[src/rtl/mem_access_unit_pkg.sv]
// mem_access_unit_pkg: shared widths, size/state encodings and span helper for the load/store unit
package mem_access_unit_pkg;
  localparam int WordBus = 32;
  localparam int MemAddrBus = 32;
  localparam logic [WordBus-1:0] ZERO_WORD = '0;
  typedef enum logic [1:0] {SizeByte = 2'd0, SizeHalf = 2'd1, SizeWord = 2'd2, SizeBad = 2'd3} size_e;
  typedef enum logic [1:0] {IDLE, FIRST, SECOND, RESP} state_e;
  function automatic logic spans(input logic [1:0] off, input logic [1:0] size);
    return ({1'b0, off} + (3'd1 << size)) > 3'd4;
  endfunction
endpackage

[src/rtl/mem_access_unit_lane_align.sv]
// lsu_lane_align: byte-lane strobes, shifted store data and load assembly/extension
// Ports: off/size/is_unsigned/phase select the lanes; wdata is right-justified store data;
// rdata is the RAM word; acc is the bytes assembled so far; sel/wlane drive the RAM write;
// merged is acc updated with this phase's lanes; ext is acc sign/zero-extended to a word.
module lsu_lane_align
  import mem_access_unit_pkg::*;
(
  input  logic [1:0]         off,
  input  logic [1:0]         size,
  input  logic               is_unsigned,
  input  logic               phase,
  input  logic [WordBus-1:0] wdata,
  input  logic [WordBus-1:0] rdata,
  input  logic [WordBus-1:0] acc,
  output logic [3:0]         sel,
  output logic [WordBus-1:0] wlane,
  output logic [WordBus-1:0] merged,
  output logic [WordBus-1:0] ext
);
  logic [3:0] mask;
  logic [5:0] sh;
  logic [7:0] sel_w;
  logic [2*WordBus-1:0] data_w;
  assign mask = size == SizeByte ? 4'b0001 : size == SizeHalf ? 4'b0011 : 4'b1111;
  assign sh = {1'b0, off, 3'b000};
  // Shifting into a two-word window makes the upper half the second access of a split
  assign sel_w = {4'b0000, mask} << off;
  assign data_w = {ZERO_WORD, wdata} << sh;
  assign sel = phase ? sel_w[7:4] : sel_w[3:0];
  assign wlane = phase ? data_w[63:32] : data_w[31:0];
  assign merged = phase ? acc | (rdata << (6'd32 - sh)) : rdata >> sh;
  assign ext = size == SizeByte ? {{24{~is_unsigned & acc[7]}}, acc[7:0]} :
               size == SizeHalf ? {{16{~is_unsigned & acc[15]}}, acc[15:0]} : acc;
endmodule

[src/rtl/mem_access_unit.sv]
// mem_access_unit: byte/half/word load-store initiator for the word-wide data RAM port
// Ports: req_* request handshake from the memory stage; rsp_* response handshake with
// extended load data and error; mem_* word-aligned RAM port with byte strobes.
// Macro BUCEROS_LSU_MISALIGN_EN: split word-boundary-spanning accesses into two RAM
// accesses; when undefined such accesses respond immediately with rsp_err_o = 1.
module mem_access_unit
  import mem_access_unit_pkg::*;
(
  input  logic                  clk,
  input  logic                  rst,
  input  logic                  req_valid_i,
  output logic                  req_ready_o,
  input  logic                  req_we_i,
  input  logic [1:0]            req_size_i,
  input  logic                  req_unsigned_i,
  input  logic [MemAddrBus-1:0] req_addr_i,
  input  logic [WordBus-1:0]    req_wdata_i,
  output logic                  rsp_valid_o,
  input  logic                  rsp_ready_i,
  output logic [WordBus-1:0]    rsp_rdata_o,
  output logic                  rsp_err_o,
  output logic [MemAddrBus-1:0] mem_addr_o,
  output logic                  mem_w_en_o,
  output logic [3:0]            mem_w_sel_o,
  output logic [WordBus-1:0]    mem_w_data_o,
  input  logic [WordBus-1:0]    mem_r_data_i
);
  state_e state, state_n;
  logic we_q, uns_q, err_q;
  logic [1:0] size_q;
  logic [MemAddrBus-1:0] addr_q;
  logic [WordBus-1:0] wdata_q, rdata_q;
  logic accept, req_bad, act, phase;
  logic [3:0] sel;
  logic [WordBus-1:0] wlane, merged, ext;
  assign accept = req_valid_i & req_ready_o;
  assign act = state == FIRST || state == SECOND;
`ifdef BUCEROS_LSU_MISALIGN_EN
  logic span;
  assign span = spans(addr_q[1:0], size_q);
  assign phase = state == SECOND;
  assign req_bad = req_size_i == SizeBad;
`else
  assign phase = 1'b0;
  assign req_bad = req_size_i == SizeBad || spans(req_addr_i[1:0], req_size_i);
`endif
  lsu_lane_align u_align (
    .off        (addr_q[1:0]),
    .size       (size_q),
    .is_unsigned(uns_q),
    .phase      (phase),
    .wdata      (wdata_q),
    .rdata      (mem_r_data_i),
    .acc        (rdata_q),
    .sel        (sel),
    .wlane      (wlane),
    .merged     (merged),
    .ext        (ext)
  );
  always_comb begin
    state_n = state;
    unique case (state)
      IDLE:    state_n = accept ? (req_bad ? RESP : FIRST) : IDLE;
`ifdef BUCEROS_LSU_MISALIGN_EN
      FIRST:   state_n = span ? SECOND : RESP;
      SECOND:  state_n = RESP;
`else
      FIRST:   state_n = RESP;
`endif
      RESP:    state_n = rsp_ready_i ? IDLE : RESP;
      default: state_n = IDLE;
    endcase
  end
  always_ff @(posedge clk) begin
    if (rst) begin
      state <= IDLE;
      we_q <= 1'b0;
      uns_q <= 1'b0;
      err_q <= 1'b0;
      size_q <= 2'd0;
      addr_q <= '0;
      wdata_q <= ZERO_WORD;
      rdata_q <= ZERO_WORD;
    end else begin
      state <= state_n;
      if (accept) begin
        we_q <= req_we_i;
        uns_q <= req_unsigned_i;
        err_q <= req_bad;
        size_q <= req_size_i;
        addr_q <= req_addr_i;
        wdata_q <= req_wdata_i;
        rdata_q <= ZERO_WORD;
      end
      if (act && !we_q) rdata_q <= merged;
    end
  end
  assign req_ready_o = state == IDLE && !rst;
  assign rsp_valid_o = state == RESP;
  assign rsp_err_o = state == RESP && err_q;
  assign rsp_rdata_o = state == RESP && !we_q && !err_q ? ext : ZERO_WORD;
  assign mem_addr_o = act ? {addr_q[MemAddrBus-1:2], 2'b00} + {29'd0, phase, 2'b00} : '0;
  assign mem_w_en_o = act && we_q;
  assign mem_w_sel_o = mem_w_en_o ? sel : 4'b0000;
  assign mem_w_data_o = mem_w_en_o ? wlane : ZERO_WORD;
endmodule

[config.mk]
export PLATFORM = sky130hd
export DESIGN_NAME = mem_access_unit
export DESIGN_NICKNAME = d
export VERILOG_FILES = /design/src/rtl/mem_access_unit_pkg.sv /design/src/rtl/mem_access_unit_lane_align.sv /design/src/rtl/mem_access_unit.sv
export SDC_FILE = /design/constraint.sdc
export NUM_CORES = 1
export LEC_CHECK = 0
export ABC_AREA = 1
export CORE_MARGIN = 3
export CORE_UTILIZATION = 25
export CTS_CLUSTER_DIAMETER = 60
export CTS_CLUSTER_SIZE = 28
export DETAILED_ROUTE_END_ITERATION = 10
export GPL_TIMING_DRIVEN = 0
export PLACE_DENSITY = 0.49
export SYNTH_ARGS = -nofsm -noshare
export SYNTH_HDL_FRONTEND = slang
export SYNTH_HIERARCHICAL = 1
export SYNTH_SLANG_ARGS = --single-unit
[constraint.sdc]
create_clock -name clk -period 4.05 [get_ports clk]
set_clock_uncertainty 0.05 [all_clocks]
set_input_delay 0.81 -clock clk [delete_from_list [all_inputs] [get_ports clk]]
set_output_delay 0.81 -clock clk [all_outputs]
set_load 0.01 [all_outputs]
# Word level (Yosys, flattened, before mapping)
# Index checks and enable logic that the tools add are counted.
# totals
ff_bits,103
output_inout_bits,104
wordCells,51
# op_classes
addsub,1
order_cmp,1
eq_ne,5
shifts,4
n_mux,14
bitwise_logic,4
n_reduce_logical,14
# op_table
op,count
32-bit 2-to-1 mux,7
32-bit by 5-bit left shift with 32-bit output,1
32-bit by 5-bit right shift with 32-bit output,1
4-bit 2-to-1 mux,3
"2-bit == test, second input constant",3
1-bit logical AND,6
2-bit 2-to-1 mux,3
2-bit one-hot mux with 3 select lines,1
"2-bit by 1-bit == test with 1-bit output, second input constant",2
2-bit zero test,2
4-bit by 2-bit left shift with 4-bit output,1
2-bit by 3-bit adder with 3-bit output,1
1-bit AND,3
"3-bit greater-than comparator, second input constant",1
1-bit zero test,3
"1-bit by 2-bit left shift with 3-bit output, first input constant",1
1-bit logical OR,2
2-bit nonzero test,1
1-bit NOT,1

# Depth between registers and ports, before layout
# logic_depth
depth_word,7
depth_mapped,13
mapped_depth_nobuf,10

# Cells and area by module
# The synthesis kept the hierarchy.
# modules_own_cells
module,instances,cells_each,area_per_inst_um2,seq_area_each_um2
mem_access_unit,1,690,4647.0,2062.0
lsu_lane_align,1,515,2428.6,0.0

# Worst setup path after synthesis
# Ideal clock, no wire load.
# synth_timing
path_type,register to output
startpoint,reg addr_q[1]
endpoint,out mem_w_sel_o[0]
arrival_ps,1663
slack_ps,1527
path_stages_with_launch,9
path_buffers,2
path_cell_list,dfxtp_1 > inv_1 > buf_1 > ha_1 > clkinv_1 > buf_1 > o21ai_0 > inv_1 > nor2_1
# synth_between
elab_chain_cells,2
# synth_lines
element,line_no,source
from (decl),mem_access_unit.sv:31,logic [MemAddrBus-1:0] addr_q;
from (signal assigned),mem_access_unit.sv:91,addr_q <= req_addr_i;
4-bit by 2-bit left shift with 4-bit output,mem_access_unit_lane_align.sv:27,"assign sel_w = {4'b0000, mask} << off;"
net sel[0],mem_access_unit.sv:34,logic [3:0] sel;
4-bit 2-to-1 mux,mem_access_unit.sv:104,assign mem_w_sel_o = mem_w_en_o ? sel : 4'b0000;
to (decl),mem_access_unit.sv:24,"output logic [3:0] mem_w_sel_o,"
# The timed path passes the listed nets, and every way through them passes these cells.

# Worst setup path in the final report
# layout_timing
startpoint,reg addr_q[0]
endpoint,out mem_w_sel_o[0]
# The elaborated chain is that of the path after synthesis.

==> results.json <==
{
  "status": "completed",
  "start_util_pct": 25.8,
  "fillers": 3073,
  "drt-pass1-iter-count": 5,
  "vias": 8455,
  "path_class": "flop to output port",
  "avgViaCountPerCell": 4.69,
  "hpwl_um": 23500,
  "fmax_mhz": 261,
  "numCtsBuffers": 9,
  "mostFrequentLayoutCell": "nand2_1",
  "peakVddDrop_v": 0.000182,
  "io_buffers": 204,
  "root_buffer": "clkbuf_16",
  "seq_area_frac_synth_pct": 29.1,
  "fp.dieArea_um2": 30400,
  "layout-drive-gt1-share_pct": 6.65,
  "grt_first_pass_wirelength_um": 46700,
  "swShare_pct": 38.0,
  "max_slew_margin_pct": 46.6,
  "clkSinkCount": 103,
  "synth_top_area_share_pct": 29.1,
  "synth_enable_flop_cells": 0,
  "intPower_w": 0.00192,
  "yosys_warnings": 6,
  "clockBufferDepth": 2,
  "worstSetupStartpoint": "addr_q[0]",
  "rsz0062_at_grt": "no",
  "cp-endpoint": "mem_w_sel_o[0]",
  "grt_remaining_overflow": 0,
  "fp.dieW_um": 174,
  "p_leak_nw": 3.97,
  "diodes": 0,
  "reg2regPathDepth": 9,
  "avgSynthCellArea_um2": 5.87,
  "ff2ff_setup_slack_ns": 1.89,
  "ys_types": 32,
  "end_kind": "output port",
  "wire_per_inst_um": 16.7,
  "clock_latency_ns": 0.36,
  "clkPwrFrac_pct": 29.3,
  "area_delta_synth_final_pct": 39.8,
  "grt_max_degree": 20,
  "combPwrFrac_pct": 32.5,
  "worstPathMaxFanout": 11,
  "ios": 208,
  "antenna_found_initial": 1,
  "p_per_area_nw_per_um2": 313,
  "grt_pass1_vias": 8356,
  "multi_input_area_um2": 3950,
  "synth_area_leaders": "dfxtp_1, nand2_1, nand3_1",
  "ys_ff_latch": 103,
  "timing.rr.end": "rdata_q[14]",
  "finalCritPeriodShare_pct": 94.5,
  "clkTransAtPathRegs_ns": 0.08,
  "netlist_area_um2": 7080,
  "hold_viol": 0,
  "synthArstFlopShare_pct": 0,
  "p_total_w": 0.00309,
  "die_h_um": 174,
  "std_cell_rows": 60,
  "finalNetCount": 1536,
  "drt_iter0_markers": 593,
  "floorplan.core_area_um2": 27400,
  "register_area_um2": 2060,
  "power_switching_w": 0.00118,
  "cp_data_arrival_time_ns": 2.97,
  "setup_viol": 0,
  "layout_common_cells": "nand2_1, clkdlybuf4s50_1, inv_1, nand3_1, o21ai_0",
  "final_antenna_net_count": 0,
  "grt_usage_pct": 19.4,
  "start_kind": "flop",
  "syn_inst": 1205,
  "drcViolationCount": 0,
  "cp.required_ns": 3.19,
  "yosysTopAreaCell": "dfxtp_1",
  "final_core_util_pct": 36.1,
  "fin_crit_ns": 3.83,
  "r2r_start": "addr_q[1]",
  "setup_tns_ns": 0,
  "hold_ws_ns": 0.428,
  "maxSlewViolCount": 0,
  "ys.flop_type": "dfxtp_1",
  "tightest_slew_ns": 0.799,
  "cts_max_level": 3,
  "place_congestion": 0.938,
  "seqPwrFrac_pct": 38.2,
  "cts_tree": "yes",
  "cap_viol_max_count": 0,
  "min_path_type": "flop to flop",
  "drt-total-wl_um": 30100,
  "hold_buffers": 0
}
-- registers in the layout (all words and copies together), names as in the netlist --
register  count
addr_q       32
err_q         1
rdata_q      32
size_q        2
state         2
uns_q         1
wdata_q      32
we_q          1
-- critical path: stages, from the launching register on --
cell and delay, ns:
dfxtp_1 0.39, inv_2 0.19, buf_2 0.28, ha_1 0.19, clkinv_1 0.23, clkbuf_2 0.31
o21ai_0 0.20, inv_1 0.06, nor2_1 0.18, clkdlybuf4s50_1 0.58
-- worst min path at each step --
stage	from	end	slack (ns)	depth (start not counted)
6_report	rdata_q[31]	rdata_q[31]	0.43	2
5_1_grt	rdata_q[16]	rdata_q[16]	0.45	2
4_1_cts	rdata_q[23]	rdata_q[23]	0.43	2
3_5_place_dp	rdata_q[31]	rdata_q[31]	0.42	2
3_3_place_gp	rdata_q[31]	rdata_q[31]	0.42	2
2_1_floorplan	rdata_q[31]	rdata_q[31]	0.40	2
-- what timing repair did --
item,CTS,global route
endpoints found under the setup margin,1,1
pin swaps,0,0
buffers inserted,0,0
resized for setup,0,1
-- through the flow --
| step | cell area, um^2 | cells | setup slack (ns) |
|---|---|---|---|
| 2_1_floorplan | 7090 | 1210 | 1.53 |
| 4_1_cts | 9890 | 1801 | 0.147 |
| 3_5_place_dp | 9600 | 1786 | 0.356 |
| 6_report | 9890 | 1801 | 0.222 |
| 3_3_place_gp | 9600 | 1786 | 0.344 |
| 5_1_grt | 9890 | 1801 | 0.0590 |
-- Yosys cell counts (10+ instances only) --
library cell	instances
buf_4	18
dfxtp_1	103
o22ai_1	17
o21ai_2	10
buf_2	28
a21oi_1	67
clkbuf_1	33
o21ai_0	106
nand2_1	398
nor2_1	91
nand3_1	127
inv_1	146
-- cell families (layout without fill, tap and decap cells) --
family	count (synthesis)	after routing	synth area share [%]
simple gates	625	625	36.4
buf+inv	246	465	15.3
compound gates	214	214	16.5
flops	103	103	29.1
fa+ha+maj	8	8	1.52
mux	7	7	0.990
other cells	1	6	0.0530
xor+xnor	1	1	0.124
-- per-layer routing --
metal / GRT usage [%] / wire length [um]
met2: 31.5 / 13500
met3: 4.67 / 2440
met5: 0 / 12
met4: 4.12 / 437
met1: 26.1 / 13700
-- final cells by class --
class / count / share of cell area, %
inverters: 155 / 5.91
repair buffers: 204 / 20.6
plain buffers: 90 / 5.00
multi-input cells: 861 / 40.0
clock inverters: 6 / 0.620
well taps: 372 / 4.71
flip-flops and latches: 103 / 20.9
clock buffers: 10 / 2.32
-- power groups by stage --
stage	Combinational (W)	Clock [W]	Sequential (W)
3_5_place_dp	0.000989	0	0.00120
6_report	0.00101	0.000905	0.00118
5_1_grt	0.00112	0.000961	0.00119
3_3_place_gp	0.000989	0	0.00120
4_1_cts	0.000993	0.000932	0.00118
2_1_floorplan	0.000616	0	0.00117
Note: power is estimated with default switching activity, not from simulation.
